File: src/rtl/uart_rx_fifo_if.sv
// Handshake bundle between the UART receiver, the receive FIFO and its consumer.
// The slave modport is the FIFO side; the master modport is the producer/consumer side.
interface uart_rx_fifo_if #(
  parameter int DEPTH = 16
) ();
  localparam int CW = $clog2(DEPTH) + 1;

  logic          in_valid;
  logic [7:0]    in_byte;
  logic          in_ready;
  logic          out_valid;
  logic [7:0]    out_byte;
  logic          out_ready;
  logic [CW-1:0] count;
  logic          overflow;
  logic [7:0]    drop_count;
  logic          clear_overflow;

  modport master (
    output in_valid, in_byte, out_ready, clear_overflow,
    input  in_ready, out_valid, out_byte, count, overflow, drop_count
  );

  modport slave (
    input  in_valid, in_byte, out_ready, clear_overflow,
    output in_ready, out_valid, out_byte, count, overflow, drop_count
  );
endinterface

File: src/rtl/uart_rx_fifo.sv
// First-word-fall-through byte FIFO behind the UART receiver. Never stalls the
// serial side: bytes arriving while full are dropped and counted instead.
module uart_rx_fifo #(
  parameter int DEPTH = 16
) (
  input  logic           clk,
  input  logic           reset,
  uart_rx_fifo_if.slave  bus
);
  localparam int PW = $clog2(DEPTH);
  localparam int CW = PW + 1;
  localparam logic [CW-1:0] FULL_COUNT = CW'(DEPTH);

  generate
    if (DEPTH < 2 || (DEPTH & (DEPTH - 1)) != 0) begin : g_bad_depth
      $error("uart_rx_fifo: DEPTH must be a power of two and at least 2");
    end
  endgenerate

  logic [7:0]    mem [DEPTH];
  logic [PW-1:0] wr_ptr_reg;
  logic [PW-1:0] rd_ptr_reg;
  logic [CW-1:0] count_reg;
  logic [CW-1:0] count_next;
  logic          overflow_reg;
  logic          overflow_next;
  logic [7:0]    drop_count_reg;
  logic [7:0]    drop_count_next;

  logic push;
  logic pop;
  logic full;
  logic accept;
  logic drop;

  assign full   = (count_reg == FULL_COUNT);
  assign push   = bus.in_valid && bus.in_ready;
  assign pop    = bus.out_valid && bus.out_ready;
  // A pop in the same cycle frees the slot, so a full FIFO can still accept.
  assign accept = push && (!full || pop);
  assign drop   = push && full && !pop;

  always_comb begin
    count_next = count_reg;
    if (accept && !pop) begin
      count_next = count_reg + CW'(1);
    end else if (pop && !accept) begin
      count_next = count_reg - CW'(1);
    end
  end

  // A drop in the same cycle as a clear restarts the tally at one.
  always_comb begin
    overflow_next   = overflow_reg;
    drop_count_next = drop_count_reg;
    if (drop) begin
      overflow_next = 1'b1;
      if (bus.clear_overflow) begin
        drop_count_next = 8'd1;
      end else if (drop_count_reg != 8'hFF) begin
        drop_count_next = drop_count_reg + 8'd1;
      end
    end else if (bus.clear_overflow) begin
      overflow_next   = 1'b0;
      drop_count_next = 8'd0;
    end
  end

  always_ff @(posedge clk or posedge reset) begin
    if (reset) begin
      wr_ptr_reg     <= '0;
      rd_ptr_reg     <= '0;
      count_reg      <= '0;
      overflow_reg   <= 1'b0;
      drop_count_reg <= 8'd0;
    end else begin
      if (accept) begin
        wr_ptr_reg <= wr_ptr_reg + PW'(1);
      end
      if (pop) begin
        rd_ptr_reg <= rd_ptr_reg + PW'(1);
      end
      count_reg      <= count_next;
      overflow_reg   <= overflow_next;
      drop_count_reg <= drop_count_next;
    end
  end

  always_ff @(posedge clk) begin
    if (accept) begin
      mem[wr_ptr_reg] <= bus.in_byte;
    end
  end

  assign bus.in_ready   = !reset;
  assign bus.out_valid  = (count_reg != '0);
  assign bus.out_byte   = bus.out_valid ? mem[rd_ptr_reg] : 8'h00;
  assign bus.count      = count_reg;
  assign bus.overflow   = overflow_reg;
  assign bus.drop_count = drop_count_reg;

  a_count_bound: assert property (@(posedge clk) disable iff (reset)
    count_reg <= FULL_COUNT);

  a_ptr_gap: assert property (@(posedge clk) disable iff (reset)
    count_reg[PW-1:0] == PW'(wr_ptr_reg - rd_ptr_reg));

  a_drop_holds_wr: assert property (@(posedge clk) disable iff (reset)
    drop |=> $stable(wr_ptr_reg));

  a_drop_flags: assert property (@(posedge clk) disable iff (reset)
    drop |=> overflow_reg && (drop_count_reg != 8'd0));
endmodule
File: src/flat_wrapper.sv
// flat-port wrapper written by rule: the top's interface ports become plain ports
module uart_rx_fifo_flat 
#(
  parameter int DEPTH = 16
)
  (clk, reset, bus_in_valid, bus_in_byte, bus_out_ready, bus_clear_overflow, bus_in_ready, bus_out_valid, bus_out_byte, bus_count, bus_overflow, bus_drop_count);
  uart_rx_fifo_if #(.DEPTH(DEPTH)) bus_i ();
  input  logic clk;
  input  logic reset;
  input wire logic [$bits(bus_i.in_valid)-1:0] bus_in_valid;
  input wire logic [$bits(bus_i.in_byte)-1:0] bus_in_byte;
  input wire logic [$bits(bus_i.out_ready)-1:0] bus_out_ready;
  input wire logic [$bits(bus_i.clear_overflow)-1:0] bus_clear_overflow;
  output wire logic [$bits(bus_i.in_ready)-1:0] bus_in_ready;
  output wire logic [$bits(bus_i.out_valid)-1:0] bus_out_valid;
  output wire logic [$bits(bus_i.out_byte)-1:0] bus_out_byte;
  output wire logic [$bits(bus_i.count)-1:0] bus_count;
  output wire logic [$bits(bus_i.overflow)-1:0] bus_overflow;
  output wire logic [$bits(bus_i.drop_count)-1:0] bus_drop_count;
  assign bus_i.in_valid = bus_in_valid;
  assign bus_i.in_byte = bus_in_byte;
  assign bus_i.out_ready = bus_out_ready;
  assign bus_i.clear_overflow = bus_clear_overflow;
  assign bus_in_ready = bus_i.in_ready;
  assign bus_out_valid = bus_i.out_valid;
  assign bus_out_byte = bus_i.out_byte;
  assign bus_count = bus_i.count;
  assign bus_overflow = bus_i.overflow;
  assign bus_drop_count = bus_i.drop_count;
  uart_rx_fifo #(.DEPTH(DEPTH)) u_core (.clk(clk), .reset(reset), .bus(bus_i));
endmodule
File: config.mk
export PLATFORM = sky130hd
export DESIGN_NAME = uart_rx_fifo_flat
export DESIGN_NICKNAME = d
export VERILOG_FILES = /design/src/rtl/uart_rx_fifo_if.sv /design/src/rtl/uart_rx_fifo.sv /design/src/flat_wrapper.sv
export SDC_FILE = /design/constraint.sdc
export NUM_CORES = 1
export LEC_CHECK = 0
export ABC_AREA = 1
export CAP_MARGIN = 25
export CORE_MARGIN = 2
export CORE_UTILIZATION = 45
export CTS_BUF_LIST = sky130_fd_sc_hd__clkbuf_16
export CTS_CLUSTER_DIAMETER = 40
export DETAILED_ROUTE_END_ITERATION = 10
export GPL_ROUTABILITY_DRIVEN = 1
export GPL_TIMING_DRIVEN = 0
export PLACE_DENSITY = 0.61
export SYNTH_ARGS = -nofsm -noshare
export SYNTH_HDL_FRONTEND = slang
export SYNTH_SLANG_ARGS = --single-unit
File: constraint.sdc
create_clock -name clk -period 7.1 [get_ports clk]
set_clock_uncertainty 0.2 [all_clocks]
set_input_delay 1.42 -clock clk [delete_from_list [all_inputs] [get_ports clk]]
set_output_delay 1.42 -clock clk [all_outputs]
set_load 0.02 [all_outputs]
==> out/qor.csv <==
metric;value;unit
outcome;completed;
setup_tns;0;ps
worst-path cell chain;clkdlybuf4s50_1, inv_1, buf_16, clkdlybuf4s50_1;
Worst-Skew Late Latency;420;ps
largest net degree at the start of global routing;25;
number of top-level pins;37;
quantity of gates resized following cts;0;
die height;126;µm
maxcap violations;0;
placed cell count;829;
master cell of the clock root buffer;sky130_fd_sc_hd__clkbuf_16;
hold violation total from the final report;0;
Syn Std Cell Area;6650;µm²
CTS tree;built;
worst setup path start;reset;
Hold-fix buffers, CTS;0;
FF-to-FF Start;u_core.bus.count[0];
Worst EP arrival;2770;ps
antenna violations before repair;0;
number of unique standard cell types used by synthesis;30;
Max Clock Freq;228;MHz
Total GRT Usage;21.8;%
critical path's top delay family;buffers and inverters;
Total Routed Length;16500;µm
net count after synthesis;633;
final number of max-transition violations;0;
number of instances in the synthesized netlist;609;
leading cell type by number of instances after synthesis;sky130_fd_sc_hd__nand2_1;
CP Depth;4;
deepest clock path buffer count;2;
share of synthesized registers carrying an async set or reset;14.7;%
area fraction of the dominant cell type after synthesis;57.8;%
Setup Crit Path Kind;in2out;
detailed placer's ending HPWL;11000;µm
number of flip-flops in the largest register;128;
antenna cells;0;
Seq/Total Area, Yosys;66.1;%
flop2flop setup slack;4450;ps
final weighted congestion of routability-driven global placement;0.894;
pin slew with the least headroom to its limit;999;ps
Cell Pwr Density;411;nW/µm²
post-synthesis register bit count;150;
First DRT Iteration DRCs;452;
Die Footprint;15800;µm²
Final #Nets;689;
vias in the first global route;4629;
RSZ-0062 raised after global routing;false;
minimum period implied by the final worst setup slack;4390;ps
most used cell along the critical path;sky130_fd_sc_hd__clkdlybuf4s50_1;
type of origin of the critical path;input pin;
most common library cells after synthesis;sky130_fd_sc_hd__nand2_1 (213), sky130_fd_sc_hd__edfxtp_1 (128), sky130_fd_sc_hd__nand3_1 (114);
number of synthesized flops with an enable pin;128;
final setup fails;0;
maximum single-stage delay on the critical path;620;ps
Placement Rows;44;
share of final-layout standard cells stronger than drive strength 1;10.0;%
area of the placeable core;14500;µm²
post-synthesis average cell area;10.9;µm²
horizontal die dimension;126;µm
global-route wire length before repair;25500;µm
largest cells by area after synthesis;sky130_fd_sc_hd__edfxtp_1 (58%), sky130_fd_sc_hd__nand2_1 (12%), sky130_fd_sc_hd__nand3_1 (8.6%);
Pleak;3.11;nW
Worst Path Required;5480;ps
path class of the lowest-slack min-delay path;reg2reg;
layout overhead on the synthesized area;18.3;%
Clock transition at path regs;60;ps
share of the clock period used by the worst path after layout;61.8;%
Starting Density;45.9;%
vias after detailed routing;4623;
maximum fanout count along the critical path;23;
Remaining DRCs;0;
Max-Slew Margin vs Limit;33.2;%
total number of clock tree sinks;150;
count of yosys warnings during synthesis;0;
H-tree Lvls;4;
Max rail drop VDD;0.000223;V
Final ANT Viol Nets;0;
ratio of routed vias to standard cells;5.36;
Tot Pwr;3.23;mW
number of port buffers;36;
detailed-routing iteration count for the pre-antenna-repair pass;5;
buffers and inverters on the worst path;4;
Worst setup EP type;output pin;
post-CTS setup buffer count;0;
filler-free cell count of the finished design;862;
Crit-path slowest cell;sky130_fd_sc_hd__clkdlybuf4s50_1;
primary flip-flop cell chosen by synthesis mapping;sky130_fd_sc_hd__edfxtp_1;
number of cell instances on the worst register-to-register path;12;
WHS Path Cells;2;
most area-hungry cell type in the Yosys netlist;sky130_fd_sc_hd__edfxtp_1;
Remaining Overflow, GRT;0;
total clock buffers created by CTS;17;
Worst Min Path Start;u_core.bus.overflow;
DR WL/cell;19.1;µm
## metrics by stage
step / hold slack, ps / setup WS [ps] / util (%) / area, µm²
finish: 284 / 2710 / 54.3 / 7860
global route: 358 / 2640 / 54.3 / 7860
CTS: 293 / 2160 / 54.1 / 7840
detailed placement: 279 / 2150 / 50.0 / 7240
global placement: 268 / 2150 / 50.0 / 7240
floorplan: 305 / 3070 / - / 6650
## area by class of cell
cell class | count | area [µm²]
Buffer | 26 | 181
Clock inverter | 15 | 174
Tap cell | 184 | 230
Fill cell | 1244 | 6620
Inverter | 27 | 101
Timing Repair Buffer | 37 | 388
Sequential cell | 150 | 4390
Multi-Input combinational cell | 406 | 1970
Clock buffer | 17 | 425
## path summary, 6_finish.rpt
check	to
max	bus_in_ready
min	u_core.bus.overflow
max reg2reg	u_core.bus.count[4]
min reg2reg	u_core.bus.overflow
max in group asynchronous	u_core.wr_ptr_reg[1]
min in group asynchronous	u_core.rd_ptr_reg[3]
## power breakdown
part           leakage, nW  switching [mW]  total [mW]  internal, mW
registers             1.44          0.0533        1.08          1.03
logic                 1.36           0.800        1.24         0.436
clock network        0.308           0.337       0.915         0.578
## cells by family after synthesis
| logic type | after synthesis | share of synthesized area (%) |
|---|---|---|
| flops | 150 | 66.1 |
| simple gates | 368 | 24.6 |
| xor+xnor | 11 | 1.45 |
| fa+ha+maj | 11 | 2.18 |
| buf+inv | 53 | 4.26 |
| compound gates | 16 | 1.43 |
## worst reg2reg max path: stages, from the launching register on
cell                      delay (ps)
sky130_fd_sc_hd__dfrtp_1         480
sky130_fd_sc_hd__nor2_4          210
sky130_fd_sc_hd__nand4_4         190
sky130_fd_sc_hd__nand2_4         200
sky130_fd_sc_hd__ha_1            210
sky130_fd_sc_hd__inv_1           100
sky130_fd_sc_hd__fa_1            400
sky130_fd_sc_hd__nand2_1         110
sky130_fd_sc_hd__nand2_1          60
sky130_fd_sc_hd__a21oi_1         150
sky130_fd_sc_hd__xor2_1          160
sky130_fd_sc_hd__nand2_1          60
sky130_fd_sc_hd__nand2_1          60
## per-layer routing
metal	vias up	GRT usage [%]	routed length [µm]
li1	2190	-	-
met1	2251	28.9	7100
met2	153	34.5	8010
met3	29	5.48	971
met4	0	8.82	382
met5	-	0	0
## cell usage in the layout, fill, tap and decap left out, types with 4 or more instances in the layout
master,instances
sky130_fd_sc_hd__a21oi_1,10
sky130_fd_sc_hd__dfrtp_1,22
sky130_fd_sc_hd__nor2_1,28
sky130_fd_sc_hd__clkinv_1,4
sky130_fd_sc_hd__xor2_1,10
sky130_fd_sc_hd__buf_6,7
sky130_fd_sc_hd__inv_1,21
sky130_fd_sc_hd__clkdlybuf4s50_1,36
sky130_fd_sc_hd__bufinv_16,4
sky130_fd_sc_hd__ha_1,10
sky130_fd_sc_hd__buf_2,10
sky130_fd_sc_hd__clkbuf_16,17
sky130_fd_sc_hd__nand2_1,213
sky130_fd_sc_hd__edfxtp_1,128
sky130_fd_sc_hd__nand3_1,114
sky130_fd_sc_hd__buf_4,5
sky130_fd_sc_hd__inv_2,9
No activity file was read; power rests on OpenSTA's default activity.
